### config.mk
export PLATFORM = sky130hd
export DESIGN_NAME = lsu
export DESIGN_NICKNAME = d
export VERILOG_FILES = /design/src/rtl/lsu.sv
export SDC_FILE = /design/constraint.sdc
export NUM_CORES = 1
export LEC_CHECK = 0
export ABC_AREA = 1
export BUFFER_PORTS_ARGS = -buffer_cell sky130_fd_sc_hd__buf_2
export CAP_MARGIN = 20
export CORE_AREA = 2 2 159 161
export CTS_CLUSTER_DIAMETER = 50
export DETAILED_ROUTE_END_ITERATION = 10
export DIE_AREA = 0 0 161 163
export MAX_ROUTING_LAYER = met4
export PLACE_DENSITY = 0.64
export SETUP_SLACK_MARGIN = 0.5
export SLEW_MARGIN = 5
export SYNTH_ARGS = -nofsm -noshare
export SYNTH_HDL_FRONTEND = slang
export SYNTH_SLANG_ARGS = --single-unit
### constraint.sdc
create_clock -name clk -period 1.85 [get_ports clk]
set_clock_uncertainty 0.15 [all_clocks]
set_input_delay 0.2775 -clock clk [delete_from_list [all_inputs] [get_ports clk]]
set_output_delay 0.2775 -clock clk [all_outputs]
set_load 0.05 [all_outputs]
### src/rtl/lsu.sv
// Load/store unit: takes one op from execute, issues at most one memory request, returns one writeback.
// Optional feature macro: LSU_MISALIGN_TRAP_EN (trap misaligned load/store instead of aligning the address).
module lsu #(
    parameter int N = 64
) (
    input  logic         clk,
    input  logic         reset,
    input  logic         ex_valid,
    output logic         ex_ready,
    input  logic [N-1:0] alu_result,
    input  logic [N-1:0] write_data,
    input  logic         mem_read,
    input  logic         mem_write,
    input  logic [4:0]   rd,
    output logic         mem_req,
    output logic         mem_we,
    output logic [N-1:0] mem_addr,
    output logic [N-1:0] mem_wdata,
    input  logic         mem_gnt,
    input  logic         mem_rvalid,
    input  logic [N-1:0] mem_rdata,
    output logic         wb_valid,
    output logic         wb_we,
    output logic [N-1:0] wb_data,
    output logic [4:0]   wb_rd,
    output logic         fault
);

    typedef enum logic [1:0] {
        IDLE = 2'd0,
        REQ  = 2'd1,
        WAIT = 2'd2,
        DONE = 2'd3
    } state_e;

    typedef enum logic [1:0] {
        OP_ALU   = 2'd0,
        OP_LOAD  = 2'd1,
        OP_STORE = 2'd2
    } op_e;

    state_e       state_q, state_d;
    op_e          op_q, op_d;
    logic [N-1:0] data_q, data_d;
    logic [N-1:0] wdata_q, wdata_d;
    logic [4:0]   rd_q, rd_d;
    logic         fault_q, fault_d;

`ifdef LSU_MISALIGN_TRAP_EN
    function automatic logic is_misaligned(input logic [2:0] low_bits);
        return (low_bits != 3'b000);
    endfunction
`endif

    // State and operand registers; reset abandons any transaction in flight.
    always_ff @(posedge clk or negedge reset) begin
        if (!reset) begin
            state_q <= IDLE;
            op_q    <= OP_ALU;
            data_q  <= {N{1'b0}};
            wdata_q <= {N{1'b0}};
            rd_q    <= 5'd0;
            fault_q <= 1'b0;
        end else begin
            state_q <= state_d;
            op_q    <= op_d;
            data_q  <= data_d;
            wdata_q <= wdata_d;
            rd_q    <= rd_d;
            fault_q <= fault_d;
        end
    end

    // Next-state logic; data_q holds the address until a load returns, then the load data.
    always_comb begin
        state_d = state_q;
        op_d    = op_q;
        data_d  = data_q;
        wdata_d = wdata_q;
        rd_d    = rd_q;
        fault_d = 1'b0;
        case (state_q)
            IDLE: begin
                if (ex_valid) begin
                    data_d  = alu_result;
                    wdata_d = write_data;
                    rd_d    = rd;
                    if (mem_read) begin
                        op_d = OP_LOAD;
                    end else if (mem_write) begin
                        op_d = OP_STORE;
                    end else begin
                        op_d = OP_ALU;
                    end
                    if (mem_read && mem_write) begin
                        fault_d = 1'b1;
                    end else if (mem_read || mem_write) begin
`ifdef LSU_MISALIGN_TRAP_EN
                        if (is_misaligned(alu_result[2:0])) begin
                            fault_d = 1'b1;
                        end else begin
                            state_d = REQ;
                        end
`else
                        state_d = REQ;
`endif
                    end else begin
                        state_d = DONE;
                    end
                end else begin
                    state_d = IDLE;
                end
            end
            REQ: begin
                if (mem_gnt) begin
                    state_d = (op_q == OP_LOAD) ? WAIT : DONE;
                end else begin
                    state_d = REQ;
                end
            end
            WAIT: begin
                if (mem_rvalid) begin
                    data_d  = mem_rdata;
                    state_d = DONE;
                end else begin
                    state_d = WAIT;
                end
            end
            DONE: begin
                state_d = IDLE;
            end
            default: begin
                state_d = IDLE;
            end
        endcase
    end

    // All outputs decode registered state only, so they are glitch-free and forced by reset.
    assign ex_ready  = (state_q == IDLE);
    assign mem_req   = (state_q == REQ);
    assign mem_we    = mem_req && (op_q == OP_STORE);
    assign mem_addr  = mem_req ? {data_q[N-1:3], 3'b000} : {N{1'b0}};
    assign mem_wdata = mem_we ? wdata_q : {N{1'b0}};
    assign wb_valid  = (state_q == DONE);
    assign wb_we     = wb_valid && (op_q != OP_STORE);
    assign wb_data   = wb_we ? data_q : {N{1'b0}};
    assign wb_rd     = wb_valid ? rd_q : 5'd0;
    assign fault     = fault_q;

endmodule

==> results of run 1 <==
## timing repair
item                                    in CTS  in global routing
hold buffers                                88                  0
buffers inserted                            12                  4
endpoints found under the setup margin     338                338
gates cloned                                 3                  1
endpoints found under the hold margin      226                  0
gates resized for setup                    383                 75
pin swaps                                    4                  6
## through the flow
step | setup WS [ns] | utilization | area (sq um) | TNS (ns)
final | -0.394 | 0.570 | 14100 | -65.96
after global placement | -0.0539 | 0.442 | 10900 | -0.186
after detailed placement | -0.0663 | 0.442 | 10900 | -0.405
after global routing | -0.470 | 0.570 | 14100 | -86.42
after CTS | -0.387 | 0.558 | 13800 | -66.77
after floorplan | -0.367 | - | 8350 | -31.31
## critical path: cells and delay by family (launching register included)
kind | cells | cell delay, ns
DFF | 1 | 0.42
and+or+nand+nor | 3 | 0.42
buffers and inverters | 4 | 0.56
## routing by layer
metal,up-vias,track usage
met2,352,0.369
met3,84,0.0481
met5,-,-
met1,4007,0.253
met4,0,0.107
li1,4135,-
## power breakdown
| part | total (uW) | internal [uW] | switching, uW |
|---|---|---|---|
| combinational | 14700 | 4830 | 9850 |
| clock | 3460 | 1930 | 1530 |
| sequential | 4880 | 4460 | 421 |
## flip-flops by register name, indices dropped and copies added, names as in the netlist
signal	cells
data_q	64
wdata_q	64
rd_q	5
op_q	2
state_q	2
fault	1
## area by class of cell
class                   count  area share
multi-input cells         676       0.280
clock inverters            15      0.0126
well taps                 330      0.0293
clock buffers              17      0.0302
repair buffers            558       0.362
inverters                 144      0.0397
diodes                      2    0.000356
flip-flops and latches    138       0.245
## cell usage in the layout (no fill, tap or decap), types with 38 or more instances in the layout
| cell type | count |
|---|---|
| o21ai_1 | 55 |
| dlygate4sd3_1 | 88 |
| buf_2 | 219 |
| buf_8 | 38 |
| nor2_4 | 137 |
| o21ai_0 | 80 |
| nand3_1 | 69 |
| nand2_1 | 264 |
| dfrtp_1 | 137 |
| buf_6 | 154 |
| inv_1 | 138 |
## worst paths after layout
kind                                              from                 endpoint  cells after the start
worst min register to register     rd_q[0]$_DFFE_PN0P_      rd_q[0]$_DFFE_PN0P_                      2
worst min-delay path                    alu_result[11]   data_q[11]$_DFFE_PN0P_                      5
worst max register to register  state_q[0]$_DFFE_PN0P_   data_q[23]$_DFFE_PN0P_                      7
max in group asynchronous                        reset      rd_q[4]$_DFFE_PN0P_                      3
worst max-delay path            state_q[0]$_DFFE_PN0P_            mem_wdata[22]                      7
min in group asynchronous                        reset  wdata_q[20]$_DFFE_PN0P_                      2
## kinds of logic after synthesis
| group | after synthesis | synth area share |
|---|---|---|
| compound gates | 136 | 0.0950 |
| buf+inv | 217 | 0.127 |
| flops | 138 | 0.482 |
| other cells | 1 | 0.000523 |
| simple gates | 537 | 0.296 |
==> metrics, run 1 <==
top post-synthesis cells by area=dfrtp_1 (48%), nand2_1 (14%), nor2_1 (10%), inv_1 (7.4%), o21ai_0 (5.6%); multi-input logic area=3950 sq um; Hold Fails Final Rpt=0; Mapped Avg Cell Area=6.97 sq um; LEAKAGE=0.00678 uW; dpl cells=1738; setup violators final=236; Via density=4.56; Antenna Nets Post-Route=0; Total GRT Usage=0.221; H-tree levels=4; ys flop type=dfrtp_1; critical path type=flop to output pin; Hold Crit Class=input port to flop; Detailed Route WL=29.5 mm; first-pass GRT wire length=44.5 mm; CTS Buf Count=17; R2R Setup Slk=-0.13 ns; die height=163 um; achievable frequency=446 MHz; post-layout min period=2.24 ns; Slew @ Worst Pin=0.515 ns; largest net degree at the start of global routing=59; cells after synthesis=1029; number of global-route vias before repair=8720; Final #Nets=1739; WL per Instance=15.7 um; setup slack after layout=-0.394 ns; Core Rows=58; Worst VDD drop=851 uV; Root Driver=clkbuf_16; Reg area=3450 sq um; ys async rst share=1.00; final non-filler cell total=1880; starting density of the core=0.291; core box area=24700 sq um; Synth Register Bits=138; Synth top area share=0.482; metal3 WL=1.59 mm; Slew headroom=0.657; total grt overflow=0; Total Power=23000 uW; Max stage delay on crit path=0.42 ns; DIE AREA=26200 sq um; highest metal used=met4; drc violations=0; drt first pass iters=7; Worst Path Required=1.42 ns; Max stage delay cell, worst path=dfrtp_1; Clock Sinks=138; YS warnings=0; crit-path cells=inv_2 -> nor2_4 -> nand3_4 -> buf_6 -> buf_16 -> nor2_4 -> buf_8; Crit. End Element=output pin; area grow syn2layout=96.3%; CP Launch Type=flop; Final Slew Violations=0; fin crit share=1.21; hpwl dp=19.1 mm; initial antenna violation count=2; sequential element share of the synthesized area=0.482; synth cell count leaders=nand2_1 (265), nor2_1 (196), inv_1 (142); vias after detailed routing=8578; met2 wire length=15.2 mm; Yosys top cell by area=dfrtp_1; failing checks=negative setup slack; Post-Synthesis Cell Area=7170 sq um; unrepaired setup endpoints after global routing=true; CP arrival=1.82 ns; status=finished, violations left; clk_lat worst skew=0.41 ns; Min Hold Slack=0.0185 ns; Die X=161 um; # fillers=2086; most instantiated library cell after synthesis=nand2_1; CTS clk-pin slew, worst paths=0.06 ns; TritonCTS clock tree=done; Port Buffer Count=403; # IOs=407; clock tree buffer depth=2; post-synth cell types=17; cell seen most often among critical-path stages=nor2_4; EDFF count, synth=0; critical path fanouts, max=8; layout cell share with drive strength beyond 1=0.441; gpl congestion=0.867; # Max-Cap Violations=0; PD cells=1640 nW/um^2; starting DRC count in detailed routing=482; Post-Route M1 WL=11.6 mm
Note: power is estimated with default switching activity, not from simulation.
==> inputs of run 2 (changes only) <==
==> constraint.sdc (replaced) <==
create_clock -name clk -period 2.4 [get_ports clk]
set_clock_uncertainty 0.15 [all_clocks]
set_input_delay 0.36 -clock clk [delete_from_list [all_inputs] [get_ports clk]]
set_output_delay 0.36 -clock clk [all_outputs]
set_load 0.05 [all_outputs]
==> metrics, run 2 (same netlist as run 1, synthesis figures left out) <==
status=complete, no violations; WL per Instance=17.5 um; CTS Buf Count=17; post-layout min period=2.37 ns; leading cell type in the layout, fill and taps excluded=nand2_1; die height=163 um; core box area=24700 sq um; DP Area=10700 sq um; CP Launch Type=flop; H-tree levels=4; total grt overflow=0; initial antenna violation count=0; Core Rows=58; crit path launch=state_q[1]$_DFFE_PN0P_; achievable frequency=422 MHz; Die X=161 um; critical path type=flop to output pin; starting DRC count in detailed routing=519; CTS clk-pin slew, worst paths=0.06 ns; clk_lat worst skew=0.41 ns; setup violators final=0; Final #Nets=1703; area grow syn2layout=105%; final non-filler cell total=1841; vias after detailed routing=8623; unrepaired setup endpoints after global routing=true; # Max-Cap Violations=0; TritonCTS clock tree=done; drt first pass iters=5; Total Power=19300 uW; Antenna Nets Post-Route=0; DIE AREA=26200 sq um; Hold Crit Class=input port to flop; Clock Sinks=138; min-delay src=rd[4]; Port Buffer Count=403; starting density of the core=0.291; PD cells=1310 nW/um^2; Hold Fails Final Rpt=0; dpl cells=1719; Crit. End Element=output pin; layout cell share with drive strength beyond 1=0.477; CP arrival=1.86 ns; Worst VDD drop=628 uV; Total GRT Usage=0.237; leading cell types in the layout, fill and taps excluded=nand2_1 (264), buf_2 (207), nor2_4 (194); cell area after layout=14700 sq um; first-pass GRT wire length=46.5 mm; drc violations=0; Via density=4.68; Detailed Route WL=32.3 mm; Worst Path Required=1.89 ns; LEAKAGE=0.00688 uW; R2R Setup Slk=0.29 ns; Final Slew Violations=0; # fillers=1975; gpl congestion=0.845; Root Driver=clkbuf_16; number of global-route vias before repair=8632; hpwl dp=18.5 mm; largest net degree at the start of global routing=51; fin crit share=0.988; clock tree buffer depth=2; largest registers=data_q x64, wdata_q x64, rd_q x5; Post-Route Setup TNS=0 ns; critical path fanouts, max=7; RR Startpoint=state_q[0]$_DFFE_PN0P_; # IOs=407; Min Hold Slack=0.0188 ns
run 2: cell count changes in the layout (fill, tap and decap cells not counted), moves of 4 or more:
| cell | change |
|---|---|
| buf_2 | -12 |
| clkinvlp_4 | +5 |
| buf_16 | +18 |
| nor2_1 | -26 |
| nor2_2 | -31 |
| nor2_4 | +57 |
| buf_4 | -17 |
| inv_8 | -4 |
| buf_6 | -35 |
| dlygate4sd3_1 | -49 |
| buf_8 | +57 |
run 2: per-stage QoR:
step           setup slack (ns)  utilization
6_report                 0.0297        0.596
5_1_grt                 -0.0580        0.595
4_1_cts                 0.00360        0.575
3_5_place_dp              0.265        0.432
3_3_place_gp              0.315        0.432
2_1_floorplan             0.101            -
run 2: area by class of cell:
cell class	instances	area [sq um]	share of cell area
Clock inverter	13	96.3	0.00656
Timing Repair Buffer	522	5420	0.369
Sequential cell	138	3450	0.235
Clock buffer	17	425	0.0289
Tap cell	330	413	0.0281
Inverter	144	577	0.0393
Antenna cell	1	2.50	0.000170
Multi-Input combinational cell	676	4310	0.293
run 2: path summary, 6_finish.rpt:
check | to | cells after the start
max reg2reg | data_q[57]$_DFFE_PN0P_ | 7
max | mem_wdata[48] | 7
min reg2reg | rd_q[1]$_DFFE_PN0P_ | 2
max in group asynchronous | data_q[44]$_DFFE_PN0P_ | 3
min in group asynchronous | wdata_q[0]$_DFFE_PN0P_ | 2
min | rd_q[4]$_DFFE_PN0P_ | 3
run 2: what timing repair did:
action	in CTS	in global routing
hold endpoints to repair	81	1
gates resized for setup	551	120
gates cloned	19	2
setup buffers	29	2
endpoints found under the setup margin	256	331
hold buffers	38	1
pin swaps	21	8
run 2: worst max-delay path: stages, from the launching register on:
cell,delay [ns]
dfrtp_2,0.43
nor2_4,0.17
nand3_4,0.13
buf_12,0.16
buf_12,0.12
buf_16,0.15
nor2_4,0.11
buf_6,0.17
run 2: per-layer routing:
metal  share of wire  GRT usage  vias to the layer above  routed length (um)
li1                -          -                     4067                   -
met5               0          -                        -                   0
met2            0.52      0.405                      375               16900
met3           0.051     0.0425                       80                1660
met4           0.038      0.106                        0                1220
met1            0.39      0.274                     4101               12500
run 2: power by group:
| part | internal (uW) | switching (uW) | total, uW | leakage (uW) |
|---|---|---|---|---|
| registers | 3440 | 318 | 3760 | 0.00171 |
| clock network | 1320 | 1030 | 2350 | 0.000245 |
| logic | 4710 | 8470 | 13200 | 0.00493 |
==> inputs of run 3 (changes only) <==
==> constraint.sdc (replaced) <==
create_clock -name clk -period 2.4 [get_ports clk]
set_clock_uncertainty 0.15 [all_clocks]
set_input_delay 0.48 -clock clk [delete_from_list [all_inputs] [get_ports clk]]
set_output_delay 0.48 -clock clk [all_outputs]
set_load 0.05 [all_outputs]
==> metrics, run 3 (same netlist as run 1, synthesis figures left out) <==
clock tree buffer depth=2; Clock Sinks=138; Detailed Route WL=29.4 mm; drc violations=0; critical path type=flop to output pin; CP arrival=1.82 ns; Total GRT Usage=0.205; gpl congestion=0.871; achievable frequency=407 MHz; die height=163 um; H-tree levels=4; Root Driver=clkbuf_16; area grow syn2layout=90.2%; TritonCTS clock tree=done; Max stage delay cell, worst path=dfrtp_2; Port Buffer Count=403; CTS clk-pin slew, worst paths=0.07 ns; core box area=24700 sq um; pre-CTS WS=0.154 ns; Final #Nets=1654; CP bufs+invs=3; total grt overflow=0; Min Hold Slack=0.120 ns; # Max-Cap Violations=0; largest net degree at the start of global routing=78; Core Rows=58; Die X=161 um; clk_lat worst skew=0.41 ns; starting DRC count in detailed routing=551; Worst Path Required=1.77 ns; DIE AREA=26200 sq um; leading cell types in the layout, fill and taps excluded=nand2_1 (263), buf_2 (230), nor2_4 (160); drt first pass iters=5; CP Launch Type=flop; Via density=4.57; post-layout min period=2.45 ns; largest registers=data_q x64, wdata_q x64, rd_q x5; Hold Crit Class=input port to flop; CTS Buf Count=17; Crit. End Element=output pin; Hold Path Depth=3; Worst VDD drop=669 uV; starting density of the core=0.291; hpwl dp=19.1 mm; layout cell share with drive strength beyond 1=0.476; leading cell type in the layout, fill and taps excluded=nand2_1; R2R depth=9; Top delay family on crit path=buffers and inverters; first-pass GRT wire length=40.9 mm; PD cells=1350 nW/um^2; failing checks=negative setup slack; setup slack after layout=-0.0543 ns; Hold Fails Final Rpt=0; Max stage delay on crit path=0.44 ns; fin crit share=1.02; # IOs=407; status=finished, violations left; critical path fanouts, max=23; setup violators final=76; unrepaired setup endpoints after global routing=true; Final Slew Violations=0; number of global-route vias before repair=7742; initial antenna violation count=2; CP Depth=6; LEAKAGE=0.00660 uW; vias after detailed routing=8198; Antenna Nets Post-Route=0; crit-path cells=nand2_2 -> clkinvlp_4 -> o21ai_4 -> buf_12 -> nor2_4 -> buf_2; WL per Instance=16.4 um
-- run 3: what timing repair did --
action | in CTS | in global routing
gates resized for setup | 323 | 193
buffers inserted | 11 | 9
hold buffers | 1 | 0
endpoints found under the hold margin | 37 | 0
cloned | 6 | 14
pin swaps | 8 | 23
endpoints found under the setup margin | 325 | 334
-- run 3: final timing paths --
check | startpoint | endpoint | slack, ns
min in group asynchronous | reset | wdata_q[12]$_DFFE_PN0P_ | 0.39
min reg2reg | rd_q[0]$_DFFE_PN0P_ | rd_q[0]$_DFFE_PN0P_ | 0.39
max | state_q[1]$_DFFE_PN0P_ | wb_data[7] | -0.05
max reg2reg | state_q[1]$_DFFE_PN0P_ | wdata_q[37]$_DFFE_PN0P_ | 0.29
min | write_data[29] | wdata_q[29]$_DFFE_PN0P_ | 0.12
max in group asynchronous | reset | wdata_q[6]$_DFFE_PN0P_ | 1.11
-- run 3: report_power, final --
part,internal (uW),switching [uW]
clock network,1500,1140
logic,4030,7940
registers,3440,317
total,8980,9400
-- run 3: area by class of cell --
| cell class | instances | area (sq um) |
|---|---|---|
| diodes | 2 | 5.00 |
| clock buffers | 18 | 439 |
| clock inverters | 14 | 149 |
| fillers | 2135 | 11000 |
| inverters | 144 | 562 |
| multi-input cells | 676 | 4120 |
| flip-flops and latches | 138 | 3450 |
| well taps | 330 | 413 |
| repair buffers | 473 | 4500 |
-- run 3: tightest hold or removal path: stages --
cell and delay, ns:
buf_2 0.08, nand2_1 0.04, o21ai_0 0.05
-- run 3: stage by stage --
stage,power (uW),util,instance area [sq um],setup TNS [ns],cells
after CTS,17200,0.511,12600,-1.97,1770
after detailed placement,13100,0.434,10700,0,1720
after global placement,13000,0.434,10700,0,1720
final,18400,0.553,13600,-1.43,1795
after global routing,19400,0.553,13600,-13.06,1795
after floorplan,11000,-,8350,-0.797,1031
-- run 3: layer usage --
metal	share of wire	track usage	vias up
met5	0	-	-
li1	-	-	3968
met3	0.056	0.0364	64
met2	0.50	0.330	344
met4	0.029	0.0808	0
met1	0.42	0.258	3822
